[config.mk]
export PLATFORM = sky130hd
export DESIGN_NAME = control_sequencer
export DESIGN_NICKNAME = d
export VERILOG_FILES = /design/src/rtl/ctrl_pkg.sv /design/src/rtl/microcode_rom.sv /design/src/rtl/control_sequencer.sv
export SDC_FILE = /design/constraint.sdc
export NUM_CORES = 1
export LEC_CHECK = 0
export BUFFER_PORTS_ARGS = -buffer_cell sky130_fd_sc_hd__buf_2
export CAP_MARGIN = 10
export CORE_ASPECT_RATIO = 1.2
export CORE_MARGIN = 2
export CORE_UTILIZATION = 26
export CTS_CLUSTER_DIAMETER = 100
export DETAILED_ROUTE_END_ITERATION = 10
export PLACE_DENSITY = 0.5
export SLEW_MARGIN = 20
export SYNTH_ARGS = -nofsm -noshare
export SYNTH_HDL_FRONTEND = slang
export SYNTH_SLANG_ARGS = --single-unit
[constraint.sdc]
create_clock -name clk -period 2.5 [get_ports clk]
set_input_delay 0.5 -clock clk [delete_from_list [all_inputs] [get_ports clk]]
set_output_delay 0.5 -clock clk [all_outputs]
set_load 0.01 [all_outputs]
[src/rtl/ctrl_pkg.sv]
// ctrl_pkg: control-word bit map, opcodes and fetch microcode shared by the sequencer.
package ctrl_pkg;
  localparam int CW = 16;
  localparam int I_HLT = 15, I_MI = 14, I_RI = 13, I_RO = 12, I_IO = 11, I_II = 10, I_AI = 9, I_AO = 8;
  localparam int I_EO = 7, I_SU = 6, I_BI = 5, I_OI = 4, I_CE = 3, I_CO = 2, I_J = 1, I_FI = 0;
  localparam logic [3:0] OP_NOP = 4'h0, OP_LDA = 4'h1, OP_ADD = 4'h2, OP_SUB = 4'h3, OP_STA = 4'h4;
  localparam logic [3:0] OP_LDI = 4'h5, OP_JMP = 4'h6, OP_JC = 4'h7, OP_JZ = 4'h8, OP_OUT = 4'he, OP_HLT = 4'hf;
  function automatic logic [CW-1:0] bm(input int i);
    return CW'(1) << i;
  endfunction
  localparam logic [CW-1:0] FETCH_T0 = bm(I_CO) | bm(I_MI);
  localparam logic [CW-1:0] FETCH_T1 = bm(I_RO) | bm(I_II) | bm(I_CE);
endpackage

[src/rtl/microcode_rom.sv]
// microcode_rom: combinational decode of T-state, opcode and flags into the control word.
module microcode_rom
  import ctrl_pkg::*;
#(
  parameter int OPW = 4,
  parameter int SW  = 3
) (
  input  logic [SW-1:0]  step,
  input  logic [OPW-1:0] opcode,
  input  logic           carry,
  input  logic           zero,
  output logic [CW-1:0]  word
);
  logic [CW-1:0] t2, t3, t4;
  always_comb begin
    t2 = '0;
    t3 = '0;
    t4 = '0;
    case (opcode)
      OP_LDA: begin
        t2 = bm(I_IO) | bm(I_MI);
        t3 = bm(I_RO) | bm(I_AI);
      end
      OP_ADD, OP_SUB: begin
        t2 = bm(I_IO) | bm(I_MI);
        t3 = bm(I_RO) | bm(I_BI);
        t4 = bm(I_EO) | bm(I_AI) | bm(I_FI) | (opcode == OP_SUB ? bm(I_SU) : '0);
      end
      OP_STA: begin
        t2 = bm(I_IO) | bm(I_MI);
        t3 = bm(I_AO) | bm(I_RI);
      end
      OP_LDI: t2 = bm(I_IO) | bm(I_AI);
      OP_JMP: t2 = bm(I_IO) | bm(I_J);
      OP_JC:  t2 = carry ? bm(I_IO) | bm(I_J) : '0;
      OP_JZ:  t2 = zero ? bm(I_IO) | bm(I_J) : '0;
      OP_OUT: t2 = bm(I_AO) | bm(I_OI);
      OP_HLT: t2 = bm(I_HLT);
      default: t2 = '0;
    endcase
    word = step == SW'(0) ? FETCH_T0 :
           step == SW'(1) ? FETCH_T1 :
           step == SW'(2) ? t2 :
           step == SW'(3) ? t3 :
           step == SW'(4) ? t4 : '0;
  end
endmodule

[src/rtl/control_sequencer.sv]
// control_sequencer: T-state counter with early end and sticky halt, gating microcode onto ctrl.
module control_sequencer
  import ctrl_pkg::*;
#(
  parameter int OPW       = 4,
  parameter int STEPS     = 5,
  parameter int EARLY_END = 1,
  localparam int SW       = $clog2(STEPS)
) (
  input  logic           clk,
  input  logic           rst_n,
  input  logic           en,
  input  logic [OPW-1:0] opcode,
  input  logic           carry_flag,
  input  logic           zero_flag,
  output logic [CW-1:0]  ctrl,
  output logic [SW-1:0]  step,
  output logic           halted
);
  logic [CW-1:0] word_cur, word_nxt;
  logic [SW-1:0] step_inc, step_nxt;
  logic          halt_hit;
  assign step_inc = step + SW'(1);
  microcode_rom #(.OPW(OPW), .SW(SW)) rom_cur (
    .step(step), .opcode(opcode), .carry(carry_flag), .zero(zero_flag), .word(word_cur)
  );
  // look-ahead copy decides whether the next T-state has any work
  microcode_rom #(.OPW(OPW), .SW(SW)) rom_nxt (
    .step(step_inc), .opcode(opcode), .carry(carry_flag), .zero(zero_flag), .word(word_nxt)
  );
  always_comb begin
    halt_hit = step == SW'(2) && opcode == OPW'(OP_HLT);
    step_nxt = (halt_hit || step == SW'(STEPS - 1) || (EARLY_END != 0 && word_nxt == '0)) ? '0 : step_inc;
    ctrl = !rst_n ? '0 : halted ? bm(I_HLT) : en ? word_cur : '0;
  end
  always_ff @(posedge clk) begin
    if (!rst_n) begin
      step   <= '0;
      halted <= 1'b0;
    end else if (en && !halted) begin
      step   <= step_nxt;
      halted <= halt_hit;
    end
  end
endmodule

==> flow_metrics.env <==
export IMPL_grt_max_degree=15
export IMPL_required_ns=2.00
export IMPL_rows=19
export IMPL_maxSlewViolCount=0
export IMPL_drt_iter0_markers=11
export IMPL_seq_area_um2=87.6
export IMPL_arrival_ns=1.84
export IMPL_clockBufferDepth=2
export IMPL_pre_cts_ws_ns=0.137
export IMPL_hold_buffers=0
export IMPL_path_clk_slew_ns=0.04
export IMPL_instances_no_fill=156
export IMPL_n_antenna_cell=0
export IMPL_maxSlewHeadroom_pct=72.7
export IMPL_grt_pass1_vias=726
export IMPL_ys_warn_count=0
export IMPL_worst_hold_slack_ns=0.523
export IMPL_clockRootBuffer="clkbuf_4"
export IMPL_skew_ns=0.00106
export IMPL_antenna_found_initial=0
export IMPL_grt_first_pass_wirelength_mm=2.93
export IMPL_ios=29
export IMPL_fin_crit_sh_pct=93.8
export IMPL_place_inst=152
export IMPL_clkLatencyLatePin_ns=0.23
export IMPL_drc=0
export IMPL_dp_hpwl_mm=1.48
export IMPL_drt_total_wl_mm=1.81
export IMPL_wl_per_cell_um=11.6
export IMPL_hp_class="register to register"
export IMPL_cts_max_level=1
export IMPL_drv_cap=0
export IMPL_tightest_slew_ns=0.405
export IMPL_ys_types=40
export IMPL_p_leak_nw=0.412
export IMPL_start_util_pct=27.9
export IMPL_start_kind="register"
export IMPL_ys_seq_elements=4
export IMPL_synthToLayoutAreaGrowth_pct=34.9
export IMPL_cts_tree="done"
export IMPL_cp_end_kind="primary output"
export IMPL_worst_path_max_delay_cell="or4_4"
export IMPL_fin_crit_ns=2.34
export IMPL_grt_usage_pct=12.7
export IMPL_fp_dieH_um=59.1
export IMPL_max_clock_freq_ghz=0.427
export IMPL_clkSinkCount=4
export IMPL_ys_seq_area_share_pct=12.2
export IMPL_cts_inserted_buffers=3
export IMPL_dieArea_um2=2950
export IMPL_syn_avg_cell_area_um2=6.84
export IMPL_fin_util_pct=37.6
export IMPL_tns_ns=0
export IMPL_grt_overflow=0
export IMPL_vias=778
export IMPL_syn_nets=111
export IMPL_rsz0062_at_grt="false"
export IMPL_place_gp_congestion=0.830
export IMPL_drive_gt1_share_pct=40.8
export IMPL_viasPerCell=4.99
export IMPL_multiInputGateArea_um2=544
export IMPL_synth_area_um2=657
export IMPL_synth_cells=96
export IMPL_worstPathMaxFanout=5
export IMPL_worstPathCellList="inv_2 -> ha_2 -> nand2b_1 -> nand2_1 -> or4_4 -> a221oi_2 -> buf_2"
export IMPL_hold_violations=0
export IMPL_slowest_delay_ns=0.43
export IMPL_coreArea_um2=2350
export IMPL_status="completed"
export IMPL_drtAntennaViolNets=0
export IMPL_ir_drop_mv=0.229
export IMPL_dr_pass1_iters=3
export IMPL_layout_nets=142
export IMPL_io_buffer_count=28
export IMPL_critPathKind="register to primary output"
export IMPL_die_w_um=49.9
export IMPL_worst_slack_ns=0.156
export IMPL_fillCellCount=258
export IMPL_setup_viol_count_final=0
export IMPL_power_density_nw_per_um2=299
==> cell families after synthesis <==
family	after synthesis	synth area share (%)
buffers and inverters	12	8.76
flip-flops	4	12.2
AO/OA/AOI/OAI	18	18.1
XOR/XNOR	1	1.33
adder cells (fa/ha/maj)	6	11.4
multiplexers	1	1.71
AND/OR/NAND/NOR	54	46.5
==> repair_timing <==
item | in CTS | in global routing
pin swaps | 0 | 3
hold endpoints to repair | 0 | 0
setup endpoints to repair | 3 | 8
setup buffers | 1 | 0
gates resized for setup | 2 | 11
==> flip-flops by register name, summed over array words and instances, names as in the netlist <==
signal	flops
step	3
halted	1
==> final timing paths <==
| kind | cells past startpoint | from | endpoint | slack, ns |
|---|---|---|---|---|
| worst max-delay path | 7 | step[0] | ctrl[12] | 0.16 |
| worst min-delay path | 1 | step[1] | step[1] | 0.52 |
| worst max register to register | 7 | step[2] | step[0] | 0.63 |
| worst min register to register | 1 | step[1] | step[1] | 0.52 |
==> power breakdown <==
group | internal [mW] | switching [mW] | leakage (nW)
Sequential | 0.0685 | 0.00559 | 0.0339
Clock | 0.0536 | 0.0244 | 0.0138
Combinational | 0.0476 | 0.0657 | 0.364
==> cell usage after synthesis <==
cell type / count / area, µm²
o22ai_1: 1 / 6.26
o21ai_0: 4 / 20.0
nor3_1: 7 / 35.0
inv_2: 1 / 3.75
and2_1: 4 / 25.0
or4_4: 1 / 11.3
and3_1: 2 / 12.5
or4_1: 1 / 7.51
buf_2: 4 / 20.0
a22o_1: 1 / 8.76
nor2_2: 2 / 12.5
nor3b_1: 1 / 7.51
nand2b_1: 3 / 18.8
and3b_1: 1 / 8.76
nor2b_1: 2 / 12.5
and2b_1: 1 / 7.51
and3_4: 1 / 11.3
inv_1: 5 / 18.8
buf_4: 2 / 15.0
a211oi_1: 1 / 7.51
a21oi_1: 2 / 10.0
nand4_1: 1 / 6.26
xnor2_1: 1 / 8.76
nand3b_1: 1 / 7.51
dfxtp_1: 4 / 80.1
o21a_1: 2 / 15.0
a221oi_1: 1 / 8.76
o31ai_1: 1 / 7.51
nor2_1: 8 / 30.0
a31oi_1: 2 / 12.5
nor4_1: 2 / 12.5
mux2_2: 1 / 11.3
nand3_1: 5 / 25.0
or3b_1: 1 / 8.76
or2_1: 1 / 6.26
ha_1: 6 / 75.1
and4_1: 1 / 8.76
nand2_1: 8 / 30.0
a21o_1: 1 / 7.51
a21boi_0: 2 / 15.0
==> cell usage in the layout, fill, tap and decap left out, types with 2 or more instances in the layout <==
| cell | Yosys | routed |
|---|---|---|
| nor2_1 | 8 | 7 |
| buf_2 | 4 | 28 |
| o21ai_0 | 4 | 4 |
| nor2_2 | 2 | 3 |
| clkbuf_4 | 0 | 3 |
| nand3_1 | 5 | 5 |
| nor2b_1 | 2 | 2 |
| nor4_1 | 2 | 2 |
| a31oi_1 | 2 | 2 |
| dfxtp_1 | 4 | 2 |
| buf_4 | 2 | 4 |
| or4_4 | 1 | 2 |
| o21a_1 | 2 | 2 |
| ha_2 | 0 | 3 |
| nor3_1 | 7 | 7 |
| nand2b_1 | 3 | 3 |
| a21oi_1 | 2 | 2 |
| inv_1 | 5 | 4 |
| ha_1 | 6 | 3 |
| and3_1 | 2 | 2 |
| inv_2 | 1 | 2 |
| dfxtp_4 | 0 | 2 |
| nand2_1 | 8 | 8 |
| and2_1 | 4 | 4 |
==> stage by stage <==
step	area [µm²]	power [mW]
2_1_floorplan	657	0.145
3_3_place_gp	823	0.179
3_5_place_dp	823	0.180
4_1_cts	857	0.266
5_1_grt	886	0.291
6_report	886	0.265
==> metal layers <==
| layer | global-route usage, % | vias up | share of wire, % |
|---|---|---|---|
| li1 | - | 402 | - |
| met1 | 14.4 | 363 | 43 |
| met2 | 24.2 | 13 | 54 |
| met3 | 1.77 | 0 | 3.0 |
| met4 | 4.37 | 0 | 0 |
| met5 | 0 | - | 0 |
==> layout make-up <==
| class | count | share of cell area, % |
|---|---|---|
| inverter | 6 | 2.54 |
| tap | 31 | 4.38 |
| clock buffer | 3 | 2.54 |
| timing repair buffer | 32 | 19.2 |
| sequential | 4 | 9.89 |
| multi-input combinational | 80 | 61.4 |
==> worst max-delay path: cells and delay by family (launching register included) <==
kind	cells	cell delay, ns
AND/OR/NAND/NOR	3	0.61
flip-flops	1	0.36
buffers and inverters	2	0.22
AO/OA/AOI/OAI	1	0.22
adder cells (fa/ha/maj)	1	0.20
(Power assumes the default switching activity.)
